--- src/rtl/ahb_matrix_decode_multi.sv ---
// AHB matrix input-stage decoder: mask/base decode onto NUM_PORTS output ports plus an
// integrated default slave, with a data-phase response mux and an unmapped-access log.
module ahb_matrix_decode_multi #(
   parameter int                      NUM_PORTS = 4,
   parameter logic [NUM_PORTS*22-1:0] PORT_BASE = {(NUM_PORTS*22){1'b0}},
   parameter logic [NUM_PORTS*22-1:0] PORT_MASK = {(NUM_PORTS*22){1'b1}},
   parameter int                      CNT_W     = 8,
   parameter bit                      IDLE_HOLD = 1'b1
) (
   input  logic                      HCLK,
   input  logic                      HRESETn,
   input  logic                      HREADYS,
   input  logic                      sel_dec,
   input  logic [21:0]               decode_addr_dec,
   input  logic [1:0]                trans_dec,
   input  logic [NUM_PORTS-1:0]      active_in,
   input  logic [NUM_PORTS-1:0]      readyout_in,
   input  logic [2*NUM_PORTS-1:0]    resp_in,
   input  logic [32*NUM_PORTS-1:0]   rdata_in,
   input  logic [32*NUM_PORTS-1:0]   ruser_in,
   input  logic                      dft_err_clr,
   output logic [NUM_PORTS-1:0]      sel_out,
   output logic                      active_dec,
   output logic                      HREADYOUTS,
   output logic [1:0]                HRESPS,
   output logic [31:0]               HRDATAS,
   output logic [31:0]               HRUSERS,
   output logic [CNT_W-1:0]          dft_err_count,
   output logic [21:0]               dft_err_addr,
   output logic [1:0]                o_dft_state
);

   // Handshake: an address phase is accepted on a rising HCLK edge with HREADYS=1; the
   // data phase it opens completes on the first later edge where HREADYOUTS=1.
   localparam int             PW      = $clog2(NUM_PORTS + 1);
   localparam logic [PW-1:0]  DFT_IDX = PW'(NUM_PORTS);

   typedef enum logic [1:0] {
      S_IDLE = 2'd0,
      S_ERR1 = 2'd1,
      S_ERR2 = 2'd2
   } dft_state_t;

   dft_state_t         r_state;
   logic               r_dft_ready;
   logic [1:0]         r_dft_resp;
   logic [PW-1:0]      r_data_port;
   logic [CNT_W-1:0]   r_err_count;
   logic [21:0]        r_err_addr;

   logic [PW-1:0]          w_dec_port;
   logic [PW-1:0]          w_addr_port;
   logic                   w_hold;
   logic                   w_dft_sel;
   logic                   w_err_evt;
   logic [NUM_PORTS-1:0]   w_sel;
   logic                   w_active;
   logic                   w_ready;
   logic [1:0]             w_resp;
   logic [31:0]            w_rdata;
   logic [31:0]            w_ruser;

   // Scan from the top so the lowest-indexed hitting port is the last assignment.
   always_comb begin
      w_dec_port = DFT_IDX;
      for (int i = NUM_PORTS - 1; i >= 0; i--) begin
         if ((decode_addr_dec & PORT_MASK[22*i +: 22]) ==
             (PORT_BASE[22*i +: 22] & PORT_MASK[22*i +: 22]))
            w_dec_port = PW'(i);
      end
   end

   assign w_hold      = IDLE_HOLD && (trans_dec == 2'b00) && (r_data_port < DFT_IDX);
   assign w_addr_port = w_hold ? r_data_port : w_dec_port;

   always_comb begin
      w_sel    = '0;
      w_active = 1'b1;
      for (int i = 0; i < NUM_PORTS; i++) begin
         if (w_addr_port == PW'(i)) begin
            w_sel[i] = sel_dec;
            w_active = active_in[i];
         end
      end
   end

   assign w_dft_sel = sel_dec & (w_addr_port == DFT_IDX);
   assign w_err_evt = w_dft_sel & HREADYS & trans_dec[1];

   always_comb begin
      w_ready = r_dft_ready;
      w_resp  = r_dft_resp;
      w_rdata = '0;
      w_ruser = '0;
      for (int i = 0; i < NUM_PORTS; i++) begin
         if (r_data_port == PW'(i)) begin
            w_ready = readyout_in[i];
            w_resp  = resp_in[2*i +: 2];
            w_rdata = rdata_in[32*i +: 32];
            w_ruser = ruser_in[32*i +: 32];
         end
      end
   end

   always_ff @(posedge HCLK or negedge HRESETn) begin
      if (!HRESETn)
         r_data_port <= DFT_IDX;
      else if (HREADYS)
         r_data_port <= w_addr_port;
   end

   // Default slave: two-cycle ERROR response, outputs registered with the state.
   always_ff @(posedge HCLK or negedge HRESETn) begin
      if (!HRESETn) begin
         r_state     <= S_IDLE;
         r_dft_ready <= 1'b1;
         r_dft_resp  <= 2'b00;
      end else begin
         case (r_state)
            S_IDLE: begin
               if (w_err_evt) begin
                  r_state     <= S_ERR1;
                  r_dft_ready <= 1'b0;
                  r_dft_resp  <= 2'b01;
               end
            end
            S_ERR1: begin
               r_state     <= S_ERR2;
               r_dft_ready <= 1'b1;
               r_dft_resp  <= 2'b01;
            end
            S_ERR2: begin
               if (w_err_evt) begin
                  r_state     <= S_ERR1;
                  r_dft_ready <= 1'b0;
                  r_dft_resp  <= 2'b01;
               end else begin
                  r_state     <= S_IDLE;
                  r_dft_ready <= 1'b1;
                  r_dft_resp  <= 2'b00;
               end
            end
            default: begin
               r_state     <= S_IDLE;
               r_dft_ready <= 1'b1;
               r_dft_resp  <= 2'b00;
            end
         endcase
      end
   end

   always_ff @(posedge HCLK or negedge HRESETn) begin
      if (!HRESETn) begin
         r_err_count <= '0;
         r_err_addr  <= '0;
      end else if (dft_err_clr) begin
         r_err_count <= w_err_evt ? CNT_W'(1) : '0;
         r_err_addr  <= w_err_evt ? decode_addr_dec : '0;
      end else if (w_err_evt) begin
         r_err_addr <= decode_addr_dec;
         if (r_err_count != {CNT_W{1'b1}})
            r_err_count <= r_err_count + 1'b1;
      end
   end

   assign sel_out       = w_sel;
   assign active_dec    = w_active;
   assign HREADYOUTS    = w_ready;
   assign HRESPS        = w_resp;
   assign HRDATAS       = w_rdata;
   assign HRUSERS       = w_ruser;
   assign dft_err_count = r_err_count;
   assign dft_err_addr  = r_err_addr;
   assign o_dft_state   = r_state;

endmodule

--- config.mk ---
export PLATFORM = sky130hd
export DESIGN_NAME = ahb_matrix_decode_multi
export DESIGN_NICKNAME = d
export VERILOG_FILES = /design/src/rtl/ahb_matrix_decode_multi.sv
export SDC_FILE = /design/constraint.sdc
export NUM_CORES = 1
export LEC_CHECK = 0
export CAP_MARGIN = 15
export CORE_AREA = 2 2 158 160
export DETAILED_ROUTE_END_ITERATION = 7
export DIE_AREA = 0 0 160 162
export HOLD_SLACK_MARGIN = 0.06
export PLACE_DENSITY_LB_ADDON = 0.05
export SYNTH_ARGS = -nofsm -noshare
export SYNTH_HDL_FRONTEND = slang
export SYNTH_SLANG_ARGS = --single-unit
--- constraint.sdc ---
create_clock -name HCLK -period 2.4 [get_ports HCLK]
set_clock_uncertainty 0.2 [all_clocks]
set_input_delay 0.36 -clock HCLK [delete_from_list [all_inputs] [get_ports HCLK]]
set_output_delay 0.36 -clock HCLK [all_outputs]
set_load 0.02 [all_outputs]
==> run_results.csv <==
group,metric,value,unit
run_status,status,"finished, violations left",
run_status,violations,"setup timing",
pwr,p_per_area,275,mW/mm^2
grt,grt_pass1_vias,5019,
timing,tns,-3.30,ns
timing,fin_crit,2.53,ns
timing,slew_headroom,40.3,%
yosys,syn-mean-instance-area,11.1,um^2
timing,rsz0062_at_grt,"true",
routing,vias_per_cell,4.26,
critical_path,timing.critical_path.buf_inv,4,
yosys,synth-seq-cells,37,
floorplan,fp.dieW,160,um
critical_path,path_class,"reg2out",
pwr,swShare,26.9,%
placed_design,placed_cell_area,0.00848,mm^2
floorplan,core_area,0.0241,mm^2
clock_network,insertion_delay,0.28,ns
critical_path,cp_max_fo,6,
critical_path,r2r_cells,6,
cells_and_area,final_cell_area,0.00948,mm^2
grt,antenna_found_initial,6,
placed_design,gp_congestion,0.928,
pwr,p_comb_share,46.8,%
critical_path,path_delay_family,"buffers and inverters",
yosys,syn_nets,646,
yosys,synth-async-reset-ratio,100,%
pwr,p_leak,3.66,nW
clock_network,clk_pin_slew,0.06,ns
cells_and_area,nNetsFinal,1099,
grt,overflow,0,
critical_path,cpMostUsedCell,"buf_12",
job,cap_violations,0,
yosys,synth_area_leader_cell,"mux4_2",
grt,grt_pass1_wl,34000,um
critical_path,crit_required,1.84,ns
floorplan,start_util,15.9,%
timing,slew_violations,0,
timing,finalHoldViolCount,0,
clock_network,cts_tree,"done",
timing,fin_ws,-0.127,ns
clock_network,clock-sinks,37,
cells_and_area,synthToLayoutAreaGrowth,148,%
critical_path,endpoint_kind,"primary output",
critical_path,critPathSlowestCell,"dfrtp_4",
critical_path,regToRegEndpoint,"dft_err_count[7]$_DFFE_PN0P_",
critical_path,reg2reg_from,"dft_err_count[0]$_DFFE_PN0P_",
pwr,internal_power,0.00190,W
cells_and_area,multiInputGateArea,0.00294,mm^2
yosys,ys.flop_type,"dfrtp_1",
floorplan,die_area,0.0259,mm^2
timing,setup-violations-final,54,
cells_and_area,regArea,933,um^2
routing,vias,4803,
critical_path,crit_chain,"buf_8, buf_12, buf_12, mux4_2, and2_4, buf_6",
grt,grtUsageTotal,17.4,%
routing,antenna_left,0,
routing,wire_per_inst,21.4,um
critical_path,timing.critical_path.from_type,"register",
timing,max_freq,396,MHz
placed_design,io_buffer_count,404,
floorplan,rows,57,
yosys,synth_edf_count,0,
critical_path,crit_end,"HRDATAS[0]",
clock_network,cts_root_buf,"clkbuf_16",
clock_network,cts_buffer_depth,2,
routing,firstDrtPassIters,4,
timing,max_slew.worst_pin.slew,0.896,ns
yosys,ys_warn_count,0,
critical_path,startpoint,"r_data_port[0]$_DFFE_PN0P_",
yosys,synth_common_cells,"mux4_2, and2_1, dfrtp_1",
clock_network,h-tree-depth,2,
critical_path,cp.depth,6,
yosys,synth.yosys.seq_area_share,24.3,%
timing,period_share,105,%
placed_design,dp_hpwl,19700,um
yosys,netlist.area_leader.share,40.1,%
yosys,synth_area_leaders,"mux4_2, dfrtp_1, and2_1, nand2b_1, nand2_1",
routing,drc_errors,0,
yosys,synth.most_common_cell,"mux4_2",
yosys,syn_area,0.00382,mm^2
yosys,synth_cell_types,36,
floorplan,ios,405,
routing,drt_iter0_drc,225,
floorplan,die_h,162,um
cells_and_area,num-fill-cells,2468,
clock_network,cts_made_buffers,5,
hold_path,hold_class,"in2reg",
critical_path,max_stage_delay,0.54,ns
pwr,pwr-share-seq,25.9,%
yosys,netlist_instances,344,
pwr,ir_drop,227,uV
pwr,p_switching,0.000702,W
routing,routed_wl,24100,um
critical_path,r2r_setup_slack,0.23,ns
pwr,p_clk_share,27.2,%
cells_and_area,drive_above_1_share,39.3,%
critical_path,crit_arrival,1.97,ns
grt,grt_max_degree,43,
==> cell families (layout without fill, tap and decap cells) <==
| logic type | after synthesis | count (layout) | synth area share (%) |
|---|---|---|---|
| multiplexers | 69 | 69 | 40.4 |
| buffers and inverters | 36 | 490 | 4.58 |
| AO/OA/AOI/OAI | 43 | 43 | 7.20 |
| flip-flops | 37 | 37 | 24.3 |
| adder cells (fa/ha/maj) | 1 | 1 | 0.327 |
| AND/OR/NAND/NOR | 158 | 158 | 23.2 |
| other | 0 | 5 | 0 |
==> registers in the layout, summed over array words and instances, names as in the netlist <==
register	count
dft_err_addr	22
dft_err_count	8
o_dft_state	2
r_data_port	3
r_dft_ready	1
r_dft_resp	1
==> per-layer routing <==
layer	global-route usage [%]	part of all wire (%)
met5	0	0.054
met4	5.08	2.1
met3	5.01	6.6
met2	32.4	55
met1	19.3	36
==> worst min path at each step <==
stage	from	to	slack (ns)	depth (start not counted)
3_3_place_gp	o_dft_state[1]$_DFFE_PN0P_	o_dft_state[1]$_DFFE_PN0P_	0.27	1
5_1_grt	decode_addr_dec[16]	dft_err_addr[16]$_DFFE_PN0P_	0.09	3
4_1_cts	decode_addr_dec[16]	dft_err_addr[16]$_DFFE_PN0P_	0.09	3
3_5_place_dp	o_dft_state[1]$_DFFE_PN0P_	o_dft_state[1]$_DFFE_PN0P_	0.28	1
2_1_floorplan	HRESETn	dft_err_addr[0]$_DFFE_PN0P_	-0.14	0
6_report	decode_addr_dec[14]	dft_err_addr[14]$_DFFE_PN0P_	0.09	3
==> worst register-to-register path, stage by stage (launching register included) <==
cell	delay, ns
dfrtp_1	0.42
ha_1	0.26
and3_1	0.23
nand3_1	0.13
nand4_1	0.21
or4_1	0.51
a21oi_1	0.15
==> power groups by stage <==
stage	Combinational (W)	Clock, W	Sequential, W
after floorplan	0.000313	0	0.000711
after global placement	0.00113	0	0.000686
after detailed placement	0.00113	0	0.000687
after CTS	0.00110	0.000734	0.000675
after global routing	0.00129	0.000764	0.000680
final	0.00122	0.000709	0.000675
==> through the flow <==
stage	setup WS [ns]	hold slack, ns	util [%]	std cells	power [W]
finish	-0.127	0.0889	39.3	1127	0.00260
global route	-0.174	0.0942	39.3	1126	0.00273
CTS	-0.195	0.0866	35.9	1097	0.00251
detailed placement	-0.626	0.281	35.2	1074	0.00182
global placement	-0.695	0.273	35.2	1074	0.00181
floorplan	0.128	-0.136	-	344	0.00102
==> placed cells by master (no fill, tap or decap), types with 2 or more instances in the layout <==
cell type        netlist  routed
buf_8                  0       5
nand2b_1              22      22
and3_1                 3       3
buf_6                  4      96
and2_1                66       2
nand2_1               33      33
or4_1                  2       2
nor4_4                 0       3
o31ai_1                2       2
clkbuf_2               0       6
nand4_1                2       2
diode_2                0       5
clkbuf_8               0       2
buf_2                  8       7
buf_12                 0      15
inv_1                  4       4
o21ai_0               24      24
o22ai_1                2       2
clkdlybuf4s50_1        0     311
and2_4                 0      64
nor2b_1                3       3
nand3_1                4       4
clkdlybuf4s15_1        0       4
dfrtp_1               35      33
dfstp_2                2       2
dlygate4sd2_1          0       4
nor4_2                 1       2
buf_4                  0      24
nor2_1                10       9
a21oi_1                8       7
nor3_1                 4       4
clkbuf_16              0       9
mux4_2                68      68
==> final cells by class <==
type / count / share of cell area [%]
antenna: 5 / 0.132
timing repair buffer: 478 / 52.9
clock inverter: 1 / 0.0924
tap: 324 / 4.28
inverter: 4 / 0.158
sequential: 37 / 9.85
clock buffer: 7 / 1.61
multi-input combinational: 271 / 31.0
==> repair_timing <==
item / 4_1_cts / 5_1_grt
hold buffers: 1 / 0
setup endpoints to repair: 97 / 92
hold endpoints to repair: 35 / 0
cloned: 0 / 4
pin swaps: 10 / 32
gates resized for setup: 374 / 213
buffers inserted: 16 / 25
(Power assumes the default switching activity.)
